### config.mk
export PLATFORM = sky130hd
export DESIGN_NAME = arb_mux_rr
export DESIGN_NICKNAME = d
export VERILOG_FILES = /design/src/rtl/arb_mux_rr.sv
export SDC_FILE = /design/constraint.sdc
export NUM_CORES = 1
export LEC_CHECK = 0
export BUFFER_PORTS_ARGS = -buffer_cell sky130_fd_sc_hd__clkbuf_2
export CELL_PAD_IN_SITES_DETAIL_PLACEMENT = 0
export CELL_PAD_IN_SITES_GLOBAL_PLACEMENT = 1
export CORE_ASPECT_RATIO = 2
export CORE_MARGIN = 3
export CORE_UTILIZATION = 28
export DETAILED_ROUTE_END_ITERATION = 8
export GPL_ROUTABILITY_DRIVEN = 0
export GPL_TIMING_DRIVEN = 0
export HOLD_SLACK_MARGIN = 0.1
export PLACE_DENSITY_LB_ADDON = 0.1
export REMOVE_ABC_BUFFERS = 1
export SLEW_MARGIN = 30
export SYNTH_ARGS = -nofsm -noshare
export SYNTH_HDL_FRONTEND = slang
export SYNTH_SLANG_ARGS = --single-unit
### constraint.sdc
create_clock -name clk -period 2.1 [get_ports clk]
set_clock_uncertainty 0.05 [all_clocks]
set_input_delay 0.21 -clock clk [delete_from_list [all_inputs] [get_ports clk]]
set_output_delay 0.21 -clock clk [all_outputs]
set_load 0.005 [all_outputs]
### src/rtl/arb_mux_rr.sv
// Registered CH-channel arbitrating mux: round-robin (MODE 0) or fixed lowest-index priority (MODE 1).
// Latency: a request granted at edge k appears on out_data/out_sel/out_valid right after edge k.
// Backpressure: out_valid & ~out_ready stalls; no grants and all registers hold until drained.
//
// Ports:
//   clk, rst_n           clock, asynchronous active-low reset
//   req[CH]              per-channel request (channel i has valid data on din[i*n +: n])
//   din[CH*n]            flattened channel data
//   gnt[CH]              combinational one-hot accept; channel i is captured at this edge
//   out_valid/out_ready  registered output handshake
//   out_data[n]          registered winning data
//   out_sel[SW]          registered index of the channel that supplied out_data
module arb_mux_rr #(
  parameter  int n    = 32,
  parameter  int CH   = 4,
  parameter  int MODE = 0,
  localparam int SW   = $clog2(CH)
) (
  input  logic            clk,
  input  logic            rst_n,
  input  logic [CH-1:0]   req,
  input  logic [CH*n-1:0] din,
  output logic [CH-1:0]   gnt,
  output logic            out_valid,
  input  logic            out_ready,
  output logic [n-1:0]    out_data,
  output logic [SW-1:0]   out_sel
);

  // Round-robin search start; always in 0..CH-1, stays 0 in fixed-priority mode.
  logic [SW-1:0] ptr;

  logic          load;
  logic          win_any;
  logic [SW-1:0] win_idx;
  logic [CH-1:0] win_oh;
  logic [n-1:0]  win_data;
  logic [SW-1:0] ptr_nxt;

  // The output register can accept new data when empty or draining this cycle.
  assign load = ~out_valid | out_ready;

  // Winner search. The loop runs from the farthest candidate to the nearest so
  // the last match written is the one closest to the search start. The candidate
  // index carries one spare bit so ptr+k can be wrapped for non-power-of-two CH.
  always_comb begin
    logic [SW:0] cand;
    win_any = 1'b0;
    win_idx = '0;
    cand    = '0;
    for (int k = CH - 1; k >= 0; k--) begin
      if (MODE == 1) begin
        cand = (SW+1)'(k);
      end else begin
        cand = {1'b0, ptr} + (SW+1)'(k);
        if (cand >= (SW+1)'(CH)) begin
          cand = cand - (SW+1)'(CH);
        end
      end
      if (req[cand[SW-1:0]]) begin
        win_any = 1'b1;
        win_idx = cand[SW-1:0];
      end
    end
  end

  always_comb begin
    win_oh          = '0;
    win_oh[win_idx] = win_any;
  end

  // Grant is masked while reset is held so no requester sees an accept that the
  // registers will not honour.
  assign gnt = (rst_n & load) ? win_oh : '0;

  assign win_data = din[win_idx*n +: n];

  // Next search start is one past the winner, wrapping CH-1 back to 0.
  assign ptr_nxt = (win_idx == SW'(CH - 1)) ? '0 : win_idx + 1'b1;

  always_ff @(posedge clk or negedge rst_n) begin
    if (!rst_n) begin
      out_valid <= 1'b0;
      out_data  <= '0;
      out_sel   <= '0;
      ptr       <= '0;
    end else if (load) begin
      if (win_any) begin
        out_valid <= 1'b1;
        out_data  <= win_data;
        out_sel   <= win_idx;
        if (MODE == 0) begin
          ptr <= ptr_nxt;
        end
      end else begin
        // Nothing to refill with: mark empty but keep the last data and index.
        out_valid <= 1'b0;
      end
    end
  end

endmodule

==> metrics <==
Sequential Power Share=30.5%; drt total wl=8.14 mm; max incr delay on CP=0.41 ns; Synth Area in Simple Gates=10.6%; Slew Viols, Final=0; Max-Cap Viols=0; register bit count reported by yosys=37; Compound-Gate Fraction of Synth Area=15.0%; Antenna Violating Nets Remaining=0; area of the core=7940 sq um; worst endpoint data arrival time=1.80 ns; smallest hold slack=0.170 ns; Die Area=9330 sq um; final setup vio count=0; clock power share=18.8%; Fmax=0.485 GHz; Least-Margin Pin Slew=0.767 ns; Synth Cell Area=2280 sq um; Startpoint Class=flop; clock buffer depth=2; PortBufs=173; post-synthesis sequential area ratio=40.6%; vias in the first global route=2604; DRC=0; filler-free cell count of the finished design=490; Synth top cells by count=mux2i_1, nand2_1, dfrtp_1; Die Y-Extent=134 microns; post-synthesis xor/xnor area fraction=0%; Synth Flop Type=dfrtp_1; final hold violations=0; Synth async-reset ratio=100%; Post-synth EDFFs=0; P_sw=1.40 mW; minimum clock period=2.06 ns; highest-delay cell along the critical path=dfrtp_1; Area Growth Syn to Fin=55.6%; Worst slew margin=48.9%; DR WL/cell=16.6 microns; CTS clk-pin slew, worst paths=0.05 ns; top-count cell post-synth=mux2i_1; number of top-level pins=174; CP max FO=4; All-Layer GR Usage=17.6%; Worst EP required=1.84 ns; cell taking the most area after synthesis=dfrtp_1; Die X=69.8 microns; syn avg cell area=10.5 sq um; Critical Path, Cell by Cell=nor2b_4 -> a21o_1 -> a211o_4 -> buf_12 -> clkinv_8 -> ha_4 -> and3_4 -> buf_6; first-pass GRT wire length=12.8 mm; Leak Pwr=2.00 nW; Num CTS Buffers=5; H-tree levels=2; CTS Root Cell=clkbuf_16; maximum VDD drop=0.000544 V; layout cell share with drive strength beyond 1=52.0%; R2R Setup Slk=0.09 ns; HPWL after DPL=5.81 mm; Synth Area in Adders=0.549%; first-pass detailed-route iteration total=4; CP Class=reg -> out; status=finished, final reports clean; Crit. End Element=primary output; number of vias per cell=4.87; Ys Warns=0; Yosys top cell area share=40.6%; 1st-iter DRT viols=110; combinational power share=50.7%; Pint=2.51 mW; Post-Syn Instances=218; Starting Density=28.7%; post-synthesis mux area share=28.1%; worst hold path type=in -> reg; initial antenna violation count=0; Vias=2388; sw frac=35.8%; Cell variety after synth=25; pin count of the biggest net entering global routing=39; Synth area leaders=dfrtp_1, mux2i_1, o221ai_1; final period utilization=98.1%; FP Rows=46; RSZ-0062 raised after global routing=true; clk sink count=37; worst skew pair latency=0.28 ns; Pwr Density=1100 nW/um^2; largest family of logic cells by synthesized area=multiplexers; TritonCTS clock tree=built; Placed Cells=471; net count reported at finish=530; GRT overflow=0; # diodes=0
[power groups by stage]
| stage | Clock, mW | Sequential (mW) | Combinational (mW) |
|---|---|---|---|
| floorplan | 0 | 1.21 | 1.06 |
| global route | 0.793 | 1.23 | 2.16 |
| detailed placement | 0 | 1.20 | 1.78 |
| finish | 0.737 | 1.19 | 1.98 |
| CTS | 0.773 | 1.19 | 1.98 |
| global placement | 0 | 1.18 | 1.82 |
[layer usage]
layer | up-vias | part of all wire, % | track usage (%) | wire (microns)
met5 | - | 0 | 0 | 0
met4 | 0 | 2.8 | 7.25 | 231
met3 | 14 | 5.7 | 3.55 | 462
met2 | 103 | 57 | 34.2 | 4660
met1 | 1096 | 34 | 17.5 | 2790
li1 | 1175 | - | - | -
[critical path: cells and delay by family, from the launching register on]
family	cells	cell delay, ns
fa+ha+maj	1	0.11
flops	1	0.41
compound gates	2	0.51
buf+inv	3	0.27
simple gates	2	0.21
[layout make-up]
class                      count  area, sq um
timing repair buffer         186         1040
inverter                       3         23.8
clock buffer                   7          143
sequential                    37          926
multi-input combinational    161         1300
fill                         798         4390
tap                           96          120
[worst paths after layout]
path / cells after the start / start / end
min: 4 / out_ready / out_valid
max reg2reg: 7 / ptr[0] / out_data[30]
min in group asynchronous: 3 / rst_n / out_data[22]
max in group asynchronous: 3 / rst_n / out_data[27]
min reg2reg: 2 / out_data[8] / out_data[8]
max: 8 / ptr[0] / gnt[3]
[through the flow]
stage / utilization, % / cell area (sq um) / power (mW) / TNS (ns) / setup WS (ns)
after floorplan: - / 2170 / 2.27 / -47.12 / -1.36
after global placement: 39.8 / 3160 / 3.00 / -74.39 / -2.12
after detailed placement: 40.5 / 3210 / 2.97 / -4.43 / -0.171
after CTS: 44.1 / 3500 / 3.94 / 0 / 0.00818
after global routing: 44.7 / 3550 / 4.19 / -0.0246 / -0.0207
final: 44.7 / 3550 / 3.91 / 0 / 0.0400
[layout by cell type, fill, tap and decap left out, types with 2 or more instances in the layout]
cell / instances
a21oi_2: 2
buf_12: 3
buf_4: 8
clkbuf_16: 5
clkbuf_2: 170
dfrtp_1: 37
inv_1: 2
mux2i_1: 63
nand2_1: 42
nand2b_1: 2
o221ai_1: 32
[state kept, by name (all words and copies together), names as in the netlist]
| register | count |
|---|---|
| out_valid | 1 |
| out_data | 32 |
| ptr | 2 |
| out_sel | 2 |
[cells by family (layout without fill, tap and decap cells)]
logic type | after synthesis | after routing
AOI/OAI and AO/OA | 41 | 42
and+or+nand+nor | 54 | 54
muxes | 64 | 64
DFF | 37 | 37
buffers and inverters | 21 | 196
adders and majority gates | 1 | 1
[timing repair]
item	4_1_cts	5_1_grt
endpoints found under the setup margin	4	5
hold buffers	2	0
pin swaps	2	2
gates cloned	2	0
resized for setup	6	10
endpoints found under the hold margin	37	0
setup buffers	6	2
Note: power is estimated with default switching activity, not from simulation.
